### config.mk
export PLATFORM = sky130hd
export DESIGN_NAME = stuff_or_data
export DESIGN_NICKNAME = d
export VERILOG_FILES = /design/src/rtl/stuff_or_data_pkg.sv /design/src/rtl/sod_mod_acc.sv /design/src/rtl/stuff_or_data.sv
export SDC_FILE = /design/constraint.sdc
export NUM_CORES = 1
export LEC_CHECK = 0
export ABC_CLOCK_PERIOD_IN_PS = 7200
export BUFFER_PORTS_ARGS = -buffer_cell sky130_fd_sc_hd__buf_2
export CORE_ASPECT_RATIO = 1.5
export CORE_MARGIN = 3
export CORE_UTILIZATION = 50
export CTS_CLUSTER_DIAMETER = 30
export DETAILED_ROUTE_END_ITERATION = 10
export PLACE_DENSITY = 0.69
export SYNTH_ARGS = -nofsm -noshare
export SYNTH_HDL_FRONTEND = slang
export SYNTH_SLANG_ARGS = --single-unit
### constraint.sdc
create_clock -name clk -period 7.2 [get_ports clk]
set_input_delay 1.08 -clock clk [delete_from_list [all_inputs] [get_ports clk]]
set_output_delay 1.08 -clock clk [all_outputs]
set_load 0.005 [all_outputs]
### src/rtl/stuff_or_data_pkg.sv
// Shared parameter defaults for the stuff/data slot generator.
package stuff_or_data_pkg;

    localparam int unsigned MPT_W_DEFAULT = 8;

endpackage

### src/rtl/sod_mod_acc.sv
// Modular accumulator step: acc_new = (acc + cm) mod pm, data slot when acc_new < cm.
module sod_mod_acc
    import stuff_or_data_pkg::*;
#(
    parameter int unsigned MPT_W = MPT_W_DEFAULT
) (
    input  logic [MPT_W-1:0] acc_i,
    input  logic [MPT_W-1:0] cm_i,
    input  logic [MPT_W-1:0] pm_i,
    output logic [MPT_W-1:0] acc_c_o,
    output logic             ds_c_o
);

    localparam int unsigned SUM_W = MPT_W + 1;

    logic [SUM_W-1:0] sum_c;
    logic [SUM_W-1:0] diff_c;

    // acc < pm and cm <= pm keep sum below 2*pm, so one conditional subtract suffices
    always_comb begin
        sum_c   = SUM_W'(acc_i) + SUM_W'(cm_i);
        diff_c  = sum_c - SUM_W'(pm_i);
        acc_c_o = (sum_c >= SUM_W'(pm_i)) ? MPT_W'(diff_c) : MPT_W'(sum_c);
        ds_c_o  = (acc_c_o < cm_i);
    end

endmodule

### src/rtl/stuff_or_data.sv
// Spreads cm data slots evenly across each pm-word frame and flags sof/length errors.
module stuff_or_data
    import stuff_or_data_pkg::*;
#(
    parameter int unsigned MPT_W = MPT_W_DEFAULT
) (
    input  logic             clk,
    input  logic             rst,
    input  logic [MPT_W-1:0] pm,
    input  logic [MPT_W-1:0] cm,
    input  logic             sof,
    input  logic             valid_in,
    output logic             sof_out,
    output logic             valid_out,
    output logic             ds,
    output logic             err_sof_early,
    output logic             err_sof_late,
    output logic             input_err
);

    logic             in_frame_q, in_frame_d;
    logic [MPT_W-1:0] acc_q, acc_d;
    logic [MPT_W-1:0] j_q, j_d;
    logic [MPT_W-1:0] pm_l_q, pm_l_d;
    logic [MPT_W-1:0] cm_l_q, cm_l_d;

    logic sof_out_q, sof_out_d;
    logic valid_out_q, valid_out_d;
    logic ds_q, ds_d;
    logic err_early_q, err_early_d;
    logic err_late_q, err_late_d;
    logic input_err_q, input_err_d;

    logic             start_c;
    logic             illegal_c;
    logic             last_c;
    logic [MPT_W-1:0] pm_use_c;
    logic [MPT_W-1:0] cm_use_c;
    logic [MPT_W-1:0] acc_prev_c;
    logic [MPT_W-1:0] j_cur_c;
    logic [MPT_W-1:0] acc_new_c;
    logic             ds_new_c;

    // A frame start runs on the live lengths from a clean accumulator
    always_comb begin
        start_c    = valid_in & ~in_frame_q;
        pm_use_c   = start_c ? pm : pm_l_q;
        cm_use_c   = start_c ? cm : cm_l_q;
        acc_prev_c = start_c ? '0 : acc_q;
        j_cur_c    = start_c ? MPT_W'(1) : j_q;
        illegal_c  = start_c & ((pm == '0) | (cm == '0) | (cm > pm));
        last_c     = (j_cur_c == pm_use_c);
    end

    sod_mod_acc #(
        .MPT_W (MPT_W)
    ) u_mod_acc (
        .acc_i   (acc_prev_c),
        .cm_i    (cm_use_c),
        .pm_i    (pm_use_c),
        .acc_c_o (acc_new_c),
        .ds_c_o  (ds_new_c)
    );

    always_ff @(posedge clk) begin
        if (rst) begin
            in_frame_q  <= 1'b0;
            acc_q       <= '0;
            j_q         <= MPT_W'(1);
            pm_l_q      <= '0;
            cm_l_q      <= '0;
            sof_out_q   <= 1'b0;
            valid_out_q <= 1'b0;
            ds_q        <= 1'b0;
            err_early_q <= 1'b0;
            err_late_q  <= 1'b0;
            input_err_q <= 1'b0;
        end else begin
            in_frame_q  <= in_frame_d;
            acc_q       <= acc_d;
            j_q         <= j_d;
            pm_l_q      <= pm_l_d;
            cm_l_q      <= cm_l_d;
            sof_out_q   <= sof_out_d;
            valid_out_q <= valid_out_d;
            ds_q        <= ds_d;
            err_early_q <= err_early_d;
            err_late_q  <= err_late_d;
            input_err_q <= input_err_d;
        end
    end

    // Frame progress; an illegal start word leaves everything untouched
    always_comb begin
        in_frame_d = in_frame_q;
        acc_d      = acc_q;
        j_d        = j_q;
        pm_l_d     = pm_l_q;
        cm_l_d     = cm_l_q;
        if (valid_in && !illegal_c) begin
            pm_l_d = pm_use_c;
            cm_l_d = cm_use_c;
            if (last_c) begin
                in_frame_d = 1'b0;
                acc_d      = '0;
                j_d        = MPT_W'(1);
            end else begin
                in_frame_d = 1'b1;
                acc_d      = acc_new_c;
                j_d        = j_cur_c + MPT_W'(1);
            end
        end
    end

    always_comb begin
        sof_out_d   = 1'b0;
        valid_out_d = 1'b0;
        ds_d        = 1'b0;
        err_early_d = 1'b0;
        err_late_d  = 1'b0;
        input_err_d = 1'b0;
        if (valid_in) begin
            valid_out_d = 1'b1;
            sof_out_d   = sof;
            ds_d        = ds_new_c & ~illegal_c;
            err_early_d = sof & ~start_c;
            err_late_d  = ~sof & start_c;
            input_err_d = illegal_c;
        end
    end

    assign sof_out       = sof_out_q;
    assign valid_out     = valid_out_q;
    assign ds            = ds_q;
    assign err_sof_early = err_early_q;
    assign err_sof_late  = err_late_q;
    assign input_err     = input_err_q;

endmodule

==> results of run 1 <==
-- worst max path at each step --
stage	start	endpoint	slack (ps)
after floorplan	valid_in	ds$_SDFF_PP0_	1100
after global placement	valid_in	ds$_SDFF_PP0_	860
after detailed placement	valid_in	ds$_SDFF_PP0_	650
after CTS	valid_in	ds$_SDFF_PP0_	910
after global routing	valid_in	ds$_SDFF_PP0_	460
final	valid_in	ds$_SDFF_PP0_	800
-- metal layers --
| layer | track usage [%] | vias to the layer above | wire length, um |
|---|---|---|---|
| li1 | - | 1418 | - |
| met1 | 24.1 | 1296 | 3100 |
| met2 | 42.8 | 54 | 4190 |
| met3 | 2.88 | 26 | 163 |
| met4 | 13.4 | 0 | 344 |
| met5 | 0 | - | 0 |
-- final cells by class --
| class | count | area [um^2] | area share (%) |
|---|---|---|---|
| sequential | 39 | 781 | 23.4 |
| timing repair buffer | 29 | 155 | 4.64 |
| clock buffer | 5 | 68.8 | 2.06 |
| inverter | 33 | 124 | 3.71 |
| tap | 72 | 90.1 | 2.70 |
| clock inverter | 3 | 43.8 | 1.31 |
| multi-input combinational | 296 | 2080 | 62.2 |
-- cell usage after synthesis (all sizes together), types with 7 or more instances --
library cell	n	area (um^2)
nor2	43	161
dfxtp	39	781
inv	33	124
ha	31	388
nand2	26	97.6
a21oi	24	128
a211oi	17	128
mux2i	17	170
nand3	15	75.1
clkbuf	14	52.6
o21ai	13	65.1
and2	10	62.6
nor3	9	56.3
a22oi	8	60.1
xnor2	8	70.1
or3	7	43.8
-- critical path, delay by kind of cell --
family | cells | cell delay [ps]
AOI/OAI and AO/OA | 8 | 1900
adders and majority gates | 3 | 1060
buffers and inverters | 4 | 620
muxes | 2 | 780
and+or+nand+nor | 6 | 1180
-- flip-flops by register name (all words and copies together), names as in the netlist --
| register | flops |
|---|---|
| pm_l_q | 8 |
| input_err | 1 |
| valid_out | 1 |
| err_sof_early | 1 |
| ds | 1 |
| j_q | 8 |
| acc_q | 8 |
| err_sof_late | 1 |
| in_frame_q | 1 |
| sof_out | 1 |
| cm_l_q | 8 |
-- power by group --
| group | switching (mW) | internal [mW] | total [mW] |
|---|---|---|---|
| Sequential | 0.0178 | 0.243 | 0.261 |
| Clock | 0.0825 | 0.103 | 0.186 |
| Combinational | 0.329 | 0.260 | 0.590 |
| Total | 0.430 | 0.607 | 1.04 |
-- cell families after synthesis --
kind of cell / after synthesis
xor+xnor: 11
flops: 39
fa+ha+maj: 33
buf+inv: 51
mux: 21
compound gates: 93
simple gates: 138
-- per-stage QoR --
step           util (%)  instance area (um^2)  hold slack (ps)  power, mW
6_report           56.9                  3340              483       1.04
5_1_grt            56.9                  3340              512       1.13
2_1_floorplan         -                  3060              455      0.717
4_1_cts            56.9                  3340              488       1.04
3_3_place_gp       55.0                  3230              466      0.837
3_5_place_dp       55.0                  3230              476      0.848
==> run summary, run 1 <==
Status -> complete, no violations
Power per cell area -> 310 nW/um^2
Ys async rst share -> 0%
Synth Area per Inst -> 7.93 um^2
Total GRT Usage -> 22.8%
First-pass GRT wire length -> 12,900 um
Tcrit/Tclk final -> 88.9%
Pin count of the biggest net entering global routing -> 38
Die Wd -> 69.9 um
# nets final -> 457
Hold-fix buffers, CTS -> 0
Adder-cell share of the synthesized area -> 14.0%
Setup slack, reg-to-reg -> 1290 ps
Min-Delay Path Depth -> 2
Most frequent cells in the layout -> 43 x nor2_1, 39 x dfxtp_1, 33 x inv_1
Clock Pin Slew Worst Setup and Hold Paths -> 80 ps
CTS tree -> done
Area Overhead vs Synth -> 9.20%
Pleak -> 1.49 nW
Setup total negative slack -> 0 ps
Slew Limit Fails -> 0
Worst slew margin -> 31.5%
Commonest non-fill, non-tap cell in the layout -> nor2_1
Post-CTS sizing -> 0
Mapped cell area -> 3060 um^2
Critical Path AT -> 6620 ps
Ordered cell list for the critical path -> buf_2 > nor2b_1 > buf_4 > mux2i_1 > inv_1 > ha_1 > nor2b_1 > a221oi_1 > o21ai_0 > nor2_1 > inv_1 > ha_1 > a21oi_1 > nand2_1 > o21ai_1 > o221ai_1 > nor3_4 > mux2_2 > ha_1 > and4_1 > a2111oi_0 > o211ai_1 > a211oi_1
Final setup fails -> 0
Fmax achieved -> 156 MHz
Total of fill cells in the finished design -> 575
Final hold viol count -> 0
FF-to-FF Start -> in_frame_q$_SDFFE_PP0P_
Residual DRC -> 0
Post-synthesis mux area share -> 7.03%
Share of cells above drive strength 1 -> 11.6%
Max-Cap Viols -> 0
CTS H-Tree Depth -> 2
FF+latch count, synth -> 39
CTS sink cnt -> 39
Post-synthesis sequential area ratio -> 25.5%
Fin cells -> 477
DR vias -> 2,794
CP peak stage delay -> 450 ps
Origin of the worst min-delay path -> acc_q[2]$_SDFFE_PP0P_
Number of global-route vias before repair -> 2,743
Gr ovfl total -> 0
Ant. Diodes -> 0
Placed insts -> 469
Die height -> 102 um
Initial antenna violation count -> 0
Placer Congestion -> 0.935
Dpl ws -> 651 ps
Syn Nets -> 439
Most numerous cell on the critical path -> ha_1
Largest family of logic cells by synthesized area -> simple AND/OR/NAND/NOR gates
Critical Path Sink Type -> register
FF-to-FF End -> ds$_SDFF_PP0_
CP Data Required Time -> 7420 ps
DP HPWL -> 6110 um
Post-Route Skew -> 5.24 ps
Synth Flop Type -> dfxtp_1
Synth warn -> 0
Compound-Gate Fraction of Synth Area -> 21.1%
Maximum VDD drop -> 0.182 mV
Via density -> 5.86
DRT iter0 DRCs -> 189
Total clock buffers created by CTS -> 5
Mapped Cells -> 386
Worst Hold Endpoint -> acc_q[2]$_SDFFE_PP0P_
Crit path kind -> input pin to register
Final Critical Period -> 6400 ps
Drt wl/cell -> 16.4 um
FF-to-FF path depth -> 22
DRT Pass-1 Iters -> 7
Starting density of the core -> 52.1%
Unrepaired setup endpoints after global routing -> no
CTS root buffer -> clkbuf_8
Type of the worst min-delay path -> register to register
Remaining antenna violation count after routing -> 0
Later-pin clock latency in the skew report -> 300 ps
Port Buf Inserts -> 25
Final WL -> 7800 um
Ports -> 26
Post-CTS Setup Bufs -> 0
DIE AREA -> 7110 um^2
Max stage delay cell, worst path -> a2111oi_0
XOR/XNOR share of the synthesized area -> 3.15%
Max FO, Critical Path -> 15
Area of the core -> 5870 um^2
Simple-Gate Fraction of Synth Area -> 22.6%
Max clock buf depth -> 2
Final worst slack -> 802 ps
Tightest Pin Transition -> 1030 ps
Synth cell types -> 51
EDFF count, synth -> 0
Crit start category -> input pin
Row count -> 34
Note: power is estimated with default switching activity, not from simulation.
==> inputs of run 2 (changes only) <==
--- a/config.mk
+++ b/config.mk
@@ -13,6 +13,7 @@
 export CTS_CLUSTER_DIAMETER = 30
 export DETAILED_ROUTE_END_ITERATION = 10
 export PLACE_DENSITY = 0.69
+export REMOVE_ABC_BUFFERS = 1
 export SYNTH_ARGS = -nofsm -noshare
 export SYNTH_HDL_FRONTEND = slang
 export SYNTH_SLANG_ARGS = --single-unit
==> run summary, run 2 (synthesis results as in run 1) <==
Crit path kind -> input pin to register
DRT Pass-1 Iters -> 4 (-3)
CP top delay family -> compound AO/OA/AOI/OAI gates
Maximum VDD drop -> 0.168 mV (-7.6%)
Ordered cell list for the critical path -> buf_2 > nor2b_1 > buf_4 > mux2i_1 > inv_1 > ha_1 > nor2b_1 > a221oi_1 > o21ai_0 > nor2_1 > inv_1 > ha_1 > a21oi_1 > nand2_1 > o21ai_1 > o221ai_1 > nor3_4 > mux2_2 > ha_1 > and4_1 > a2111oi_0 > o211ai_1 > a211oi_1
Origin of the worst min-delay path -> acc_q[2]$_SDFFE_PP0P_
Setup total negative slack -> 0 ps (unchanged)
# nets final -> 457 (unchanged)
Commonest non-fill, non-tap cell in the layout -> nor2_1
FF-to-FF End -> ds$_SDFF_PP0_
Port Buf Inserts -> 25 (unchanged)
Area Overhead vs Synth -> 9.20% (unchanged)
Post-Route Skew -> 3.02 ps (-2.22 ps)
CTS root buffer -> clkbuf_8
Ports -> 26 (unchanged)
Min-Delay Path Depth -> 2 (unchanged)
Status -> complete, no violations
Pleak -> 1.49 nW (about the same)
Post-CTS Setup Bufs -> 0 (unchanged)
Initial antenna violation count -> 0 (unchanged)
Power per cell area -> 311 nW/um^2 (+0.35%)
Starting density of the core -> 52.1% (unchanged)
Slew Limit Fails -> 0 (unchanged)
Post-CTS sizing -> 0 (unchanged)
Final Critical Period -> 6430 ps (+28.3 ps)
Buf+Inv Stages, Crit Path -> 4 (unchanged)
Share of cells above drive strength 1 -> 11.6% (unchanged)
Number of global-route vias before repair -> 2,726 (-0.62%)
Critical Path AT -> 6640 ps (+20 ps)
Most frequent cells in the layout -> 43 x nor2_1, 39 x dfxtp_1, 33 x inv_1
Tightest Pin Transition -> 1010 ps (-21.5 ps)
Critical Path Sink Type -> register
Type of the worst min-delay path -> register to register
FF-to-FF Start -> in_frame_q$_SDFFE_PP0P_
Final WL -> 7990 um (+2.4%)
Ant. Diodes -> 0 (unchanged)
CTS tree -> done
Final setup fails -> 0 (unchanged)
CP peak stage delay -> 480 ps (+30 ps)
DP HPWL -> 6230 um (+1.9%)
Residual DRC -> 0 (unchanged)
Most numerous cell on the critical path -> ha_1
Area of the core -> 5870 um^2 (unchanged)
Max-Cap Viols -> 0 (unchanged)
DRT iter0 DRCs -> 159 (-16%)
Total of fill cells in the finished design -> 569 (-1.0%)
Crit start category -> input pin
Unrepaired setup endpoints after global routing -> no
Drt wl/cell -> 16.8 um (+2.4%)
Max FO, Critical Path -> 10 (-5)
Tcrit/Tclk final -> 89.3% (+0.39 points)
Worst Hold Endpoint -> acc_q[2]$_SDFFE_PP0P_
DIE AREA -> 7110 um^2 (unchanged)
FF-to-FF path depth -> 22 (unchanged)
First-pass GRT wire length -> 12,900 um (about the same)
CP Data Required Time -> 7410 ps (about the same)
Hold-fix buffers, CTS -> 0 (unchanged)
Total clock buffers created by CTS -> 5 (unchanged)
Final Power -> 1.04 mW (+0.35%)
Later-pin clock latency in the skew report -> 290 ps (about the same)
Fmax achieved -> 156 MHz (-0.44%)
Clock Pin Slew Worst Setup and Hold Paths -> 80 ps (about the same)
Worst slew margin -> 32.9% (+1.4 points)
Max clock buf depth -> 2 (unchanged)
CTS sink cnt -> 39 (unchanged)
Die Wd -> 69.9 um (unchanged)
Setup slack, reg-to-reg -> 1090 ps (-200 ps)
CTS H-Tree Depth -> 2 (unchanged)
Final hold viol count -> 0 (unchanged)
Die height -> 102 um (unchanged)
Gr ovfl total -> 0 (unchanged)
Via density -> 6.01 (+2.6%)
DR vias -> 2,866 (+2.6%)
Placer Congestion -> 0.983 (+5.1%)
Max stage delay cell, worst path -> nor2b_1
Row count -> 34 (unchanged)
Total GRT Usage -> 22.8% (about the same)
Pin count of the biggest net entering global routing -> 38 (unchanged)
Remaining antenna violation count after routing -> 0 (unchanged)
==> run 2: layout make-up <==
class | instances | area (um^2) | share of cell area [%]
Clock buffer | 5 | 68.8 | 2.06
Clock inverter | 3 | 43.8 | 1.31
Inverter | 33 | 124 | 3.71
Multi-Input combinational cell | 296 | 2080 | 62.2
Sequential cell | 39 | 781 | 23.4
Tap cell | 72 | 90.1 | 2.70
Timing Repair Buffer | 29 | 155 | 4.64
==> run 2: through the flow <==
stage	instance area (um^2)	hold slack, ps	setup slack [ps]	util [%]	std cells
floorplan	2980	449	930	-	368
global placement	3230	474	681	55.0	469
detailed placement	3230	475	501	55.0	469
CTS	3340	487	810	56.9	477
global route	3340	505	363	56.9	477
finish	3340	482	773	56.9	477
==> run 2: worst register-to-register path: cells and delay by family (launching register included) <==
kind	cells	cell delay, ps
muxes	2	770
and+or+nand+nor	6	1550
buffers and inverters	3	450
adders and majority gates	3	1010
DFF	1	500
AOI/OAI and AO/OA	8	1750
==> run 2: power by group <==
part	total [mW]	internal (mW)	switching, mW
combinational	0.590	0.263	0.328
clock	0.187	0.103	0.0841
sequential	0.263	0.243	0.0192
total	1.04	0.609	0.431
==> run 2: worst max-delay path by stage <==
stage | from | to | slack (ps) | cells past startpoint
after CTS | valid_in | ds$_SDFF_PP0_ | 810 | 23
after detailed placement | valid_in | ds$_SDFF_PP0_ | 500 | 23
after global placement | valid_in | ds$_SDFF_PP0_ | 680 | 23
after floorplan | valid_in | ds$_SDFF_PP0_ | 930 | 21
after global routing | valid_in | ds$_SDFF_PP0_ | 360 | 23
final | valid_in | ds$_SDFF_PP0_ | 770 | 23
==> run 2: layer usage <==
layer	up-vias	wire (um)	global-route usage (%)
li1	1416	-	-
met1	1379	3260	25.0
met2	54	4360	43.3
met3	17	158	2.88
met4	0	215	10.3
met5	-	0	0
==> inputs of run 3 (changes only) <==
--- a/config.mk
+++ b/config.mk
@@ -5,7 +5,7 @@
 export SDC_FILE = /design/constraint.sdc
 export NUM_CORES = 1
 export LEC_CHECK = 0
-export ABC_CLOCK_PERIOD_IN_PS = 7200
+export ABC_CLOCK_PERIOD_IN_PS = 8100
 export BUFFER_PORTS_ARGS = -buffer_cell sky130_fd_sc_hd__buf_2
 export CORE_ASPECT_RATIO = 1.5
 export CORE_MARGIN = 3
@@ -13,6 +13,7 @@
 export CTS_CLUSTER_DIAMETER = 30
 export DETAILED_ROUTE_END_ITERATION = 10
 export PLACE_DENSITY = 0.69
+export RECOVER_POWER = 50
 export REMOVE_ABC_BUFFERS = 1
 export SYNTH_ARGS = -nofsm -noshare
 export SYNTH_HDL_FRONTEND = slang
==> constraint.sdc (replaced) <==
create_clock -name clk -period 8.1 [get_ports clk]
set_input_delay 1.215 -clock clk [delete_from_list [all_inputs] [get_ports clk]]
set_output_delay 1.215 -clock clk [all_outputs]
set_load 0.005 [all_outputs]
==> run summary, run 3 (synthesis results as in run 1) <==
CTS root buffer -> clkbuf_8
Row count -> 34 (unchanged)
Die Wd -> 69.9 um (unchanged)
Power per cell area -> 283 nW/um^2 (-9.0%)
Worst slew margin -> -22.8% (-56 points)
Crit start category -> input pin
DP HPWL -> 6530 um (+4.9%)
Max-Cap Viols -> 1 (+1)
Commonest non-fill, non-tap cell in the layout -> nor2_1
Total clock buffers created by CTS -> 5 (unchanged)
CP Data Required Time -> 8320 ps (+910 ps)
Util after Layout -> 56.5% (-0.36 points)
Post-Route Skew -> 6.21 ps (+3.19 ps)
Share of cells above drive strength 1 -> 9.65% (-2.0 points)
Ports -> 26 (unchanged)
Ant. Diodes -> 0 (unchanged)
Max clock buf depth -> 2 (unchanged)
Unrepaired setup endpoints after global routing -> no
Number of global-route vias before repair -> 2,819 (+3.4%)
Setup total negative slack -> 0 ps (unchanged)
CTS tree -> done
Ordered cell list for the critical path -> buf_2 > nor2b_1 > buf_4 > mux2i_1 > inv_1 > ha_1 > nor2b_1 > a221oi_1 > o21ai_0 > nor2_1 > inv_1 > ha_1 > a21oi_1 > nand2_1 > o21ai_1 > o221ai_1 > nor3_4 > mux2_2 > ha_1 > and4_1 > a2111oi_0 > o211ai_1 > a211oi_1
DRT Pass-1 Iters -> 4 (unchanged)
Crit path kind -> input pin to register
CP peak stage delay -> 510 ps (+30 ps)
CTS sink cnt -> 39 (unchanged)
Die height -> 102 um (unchanged)
Pleak -> 1.46 nW (-1.7%)
Fin cells -> 476 (-0.21%)
Gr ovfl total -> 0 (unchanged)
Max stage delay cell, worst path -> a2111oi_0
Placed insts -> 468 (-0.21%)
Via density -> 5.93 (-1.4%)
Maximum VDD drop -> 0.242 mV (+44%)
Type of the worst min-delay path -> register to register
CTS H-Tree Depth -> 2 (unchanged)
Starting density of the core -> 52.1% (unchanged)
Footprint of the multi-input gates -> 2070 um^2 (-0.18%)
Final WL -> 8290 um (+3.7%)
Max FO, Critical Path -> 15 (+5)
# nets final -> 456 (-0.22%)
Final setup fails -> 0 (unchanged)
Final hold viol count -> 0 (unchanged)
Post-CTS Setup Bufs -> 0 (unchanged)
Residual DRC -> 0 (unchanged)
DR vias -> 2,821 (-1.6%)
Total GRT Usage -> 24.0% (+1.2 points)
Final Critical Period -> 6530 ps
Buf+Inv Stages, Crit Path -> 4 (unchanged)
Failing checks -> capacitance limit, slew limit
Slew Limit Fails -> 38 (+38)
Placer Congestion -> 0.903 (-8.1%)
Most frequent cells in the layout -> 43 x nor2_1, 39 x dfxtp_1, 33 x inv_1
Pin count of the biggest net entering global routing -> 38 (unchanged)
Critical Path AT -> 6740 ps (+100 ps)
Tightest Pin Transition -> 1840 ps (+835 ps)
Post-CTS sizing -> 0 (unchanged)
Tcrit/Tclk final -> 80.6%
Drt wl/cell -> 17.4 um (+3.9%)
DIE AREA -> 7110 um^2 (unchanged)
Clock Pin Slew Worst Setup and Hold Paths -> 80 ps (about the same)
Port Buf Inserts -> 25 (unchanged)
DRT iter0 DRCs -> 193 (+21%)
CP top delay family -> compound AO/OA/AOI/OAI gates
Most numerous cell on the critical path -> ha_1
Status -> complete, but fails checks
Area of the core -> 5870 um^2 (unchanged)
Area Overhead vs Synth -> 8.51%
Fmax achieved -> 153 MHz
Remaining antenna violation count after routing -> 0 (unchanged)
Initial antenna violation count -> 0 (unchanged)
Sequential cell area -> 781 um^2 (unchanged)
First-pass GRT wire length -> 13,300 um (+3.6%)
Total of fill cells in the finished design -> 590 (+3.7%)
Later-pin clock latency in the skew report -> 300 ps (about the same)
Critical Path Sink Type -> register
Hold-fix buffers, CTS -> 0 (unchanged)
run 3: changes by cell type in the layout (fill, tap and decap cells not counted):
| cell | before | now |
|---|---|---|
| clkbuf_1 | 0 | 6 |
| a21oi_2 | 2 | 1 |
| buf_2 | 25 | 20 |
| o21ai_0 | 10 | 11 |
| a21oi_1 | 22 | 23 |
| o21ai_1 | 3 | 2 |
| buf_4 | 4 | 2 |
run 3: area by class of cell:
type | instances | area share [%]
timing repair buffer | 28 | 4.15
clock buffer | 5 | 2.07
inverter | 33 | 3.73
sequential | 39 | 23.5
clock inverter | 3 | 1.32
tap | 72 | 2.71
multi-input combinational | 296 | 62.5
run 3: per-stage QoR:
step                hold slack [ps]  power [mW]  setup WS, ps  cell area (um^2)
floorplan                       449       0.631          1690              2980
global placement                471       0.758          1660              3220
detailed placement              485       0.769          1440              3220
CTS                             497       0.939          1760              3330
global route                    511        1.01          1080              3320
finish                          488       0.941          1570              3320
run 3: routing by layer:
layer	vias to the layer above	GRT usage (%)	wire (um)	share of wire [%]
li1	1415	-	-	-
met1	1307	24.6	3100	37
met2	72	46.9	4490	54
met3	27	2.68	356	4.3
met4	0	12.5	341	4.1
met5	-	0	0	0
run 3: power breakdown:
part | total [mW] | leakage (nW) | switching [mW] | internal, mW
clock network | 0.168 | 0.0581 | 0.0766 | 0.0918
logic | 0.539 | 1.08 | 0.309 | 0.230
registers | 0.233 | 0.320 | 0.0168 | 0.216
total | 0.941 | 1.46 | 0.403 | 0.538
run 3: final timing paths:
kind	cells past startpoint	from	slack, ps	endpoint
max	23	valid_in	1570	ds$_SDFF_PP0_
max reg2reg	20	in_frame_q$_SDFFE_PP0P_	2230	ds$_SDFF_PP0_
min reg2reg	2	acc_q[2]$_SDFFE_PP0P_	490	acc_q[2]$_SDFFE_PP0P_
min	2	acc_q[2]$_SDFFE_PP0P_	490	acc_q[2]$_SDFFE_PP0P_
run 3: worst reg2reg max path: stages, from the launching register on:
cell and delay [ps]:
dfxtp_1 650, nand2b_1 610, and2_1 230, ha_1 300, nor2b_1 180, a221oi_1 300, o21ai_0 130, nor2_1 130
inv_1 60, ha_1 330, a21oi_1 190, nand2_1 70, o21ai_1 210, o221ai_1 240, nor3_4 390, mux2_2 410
ha_1 290, and4_1 220, a2111oi_0 510, o211ai_1 160, a211oi_1 180
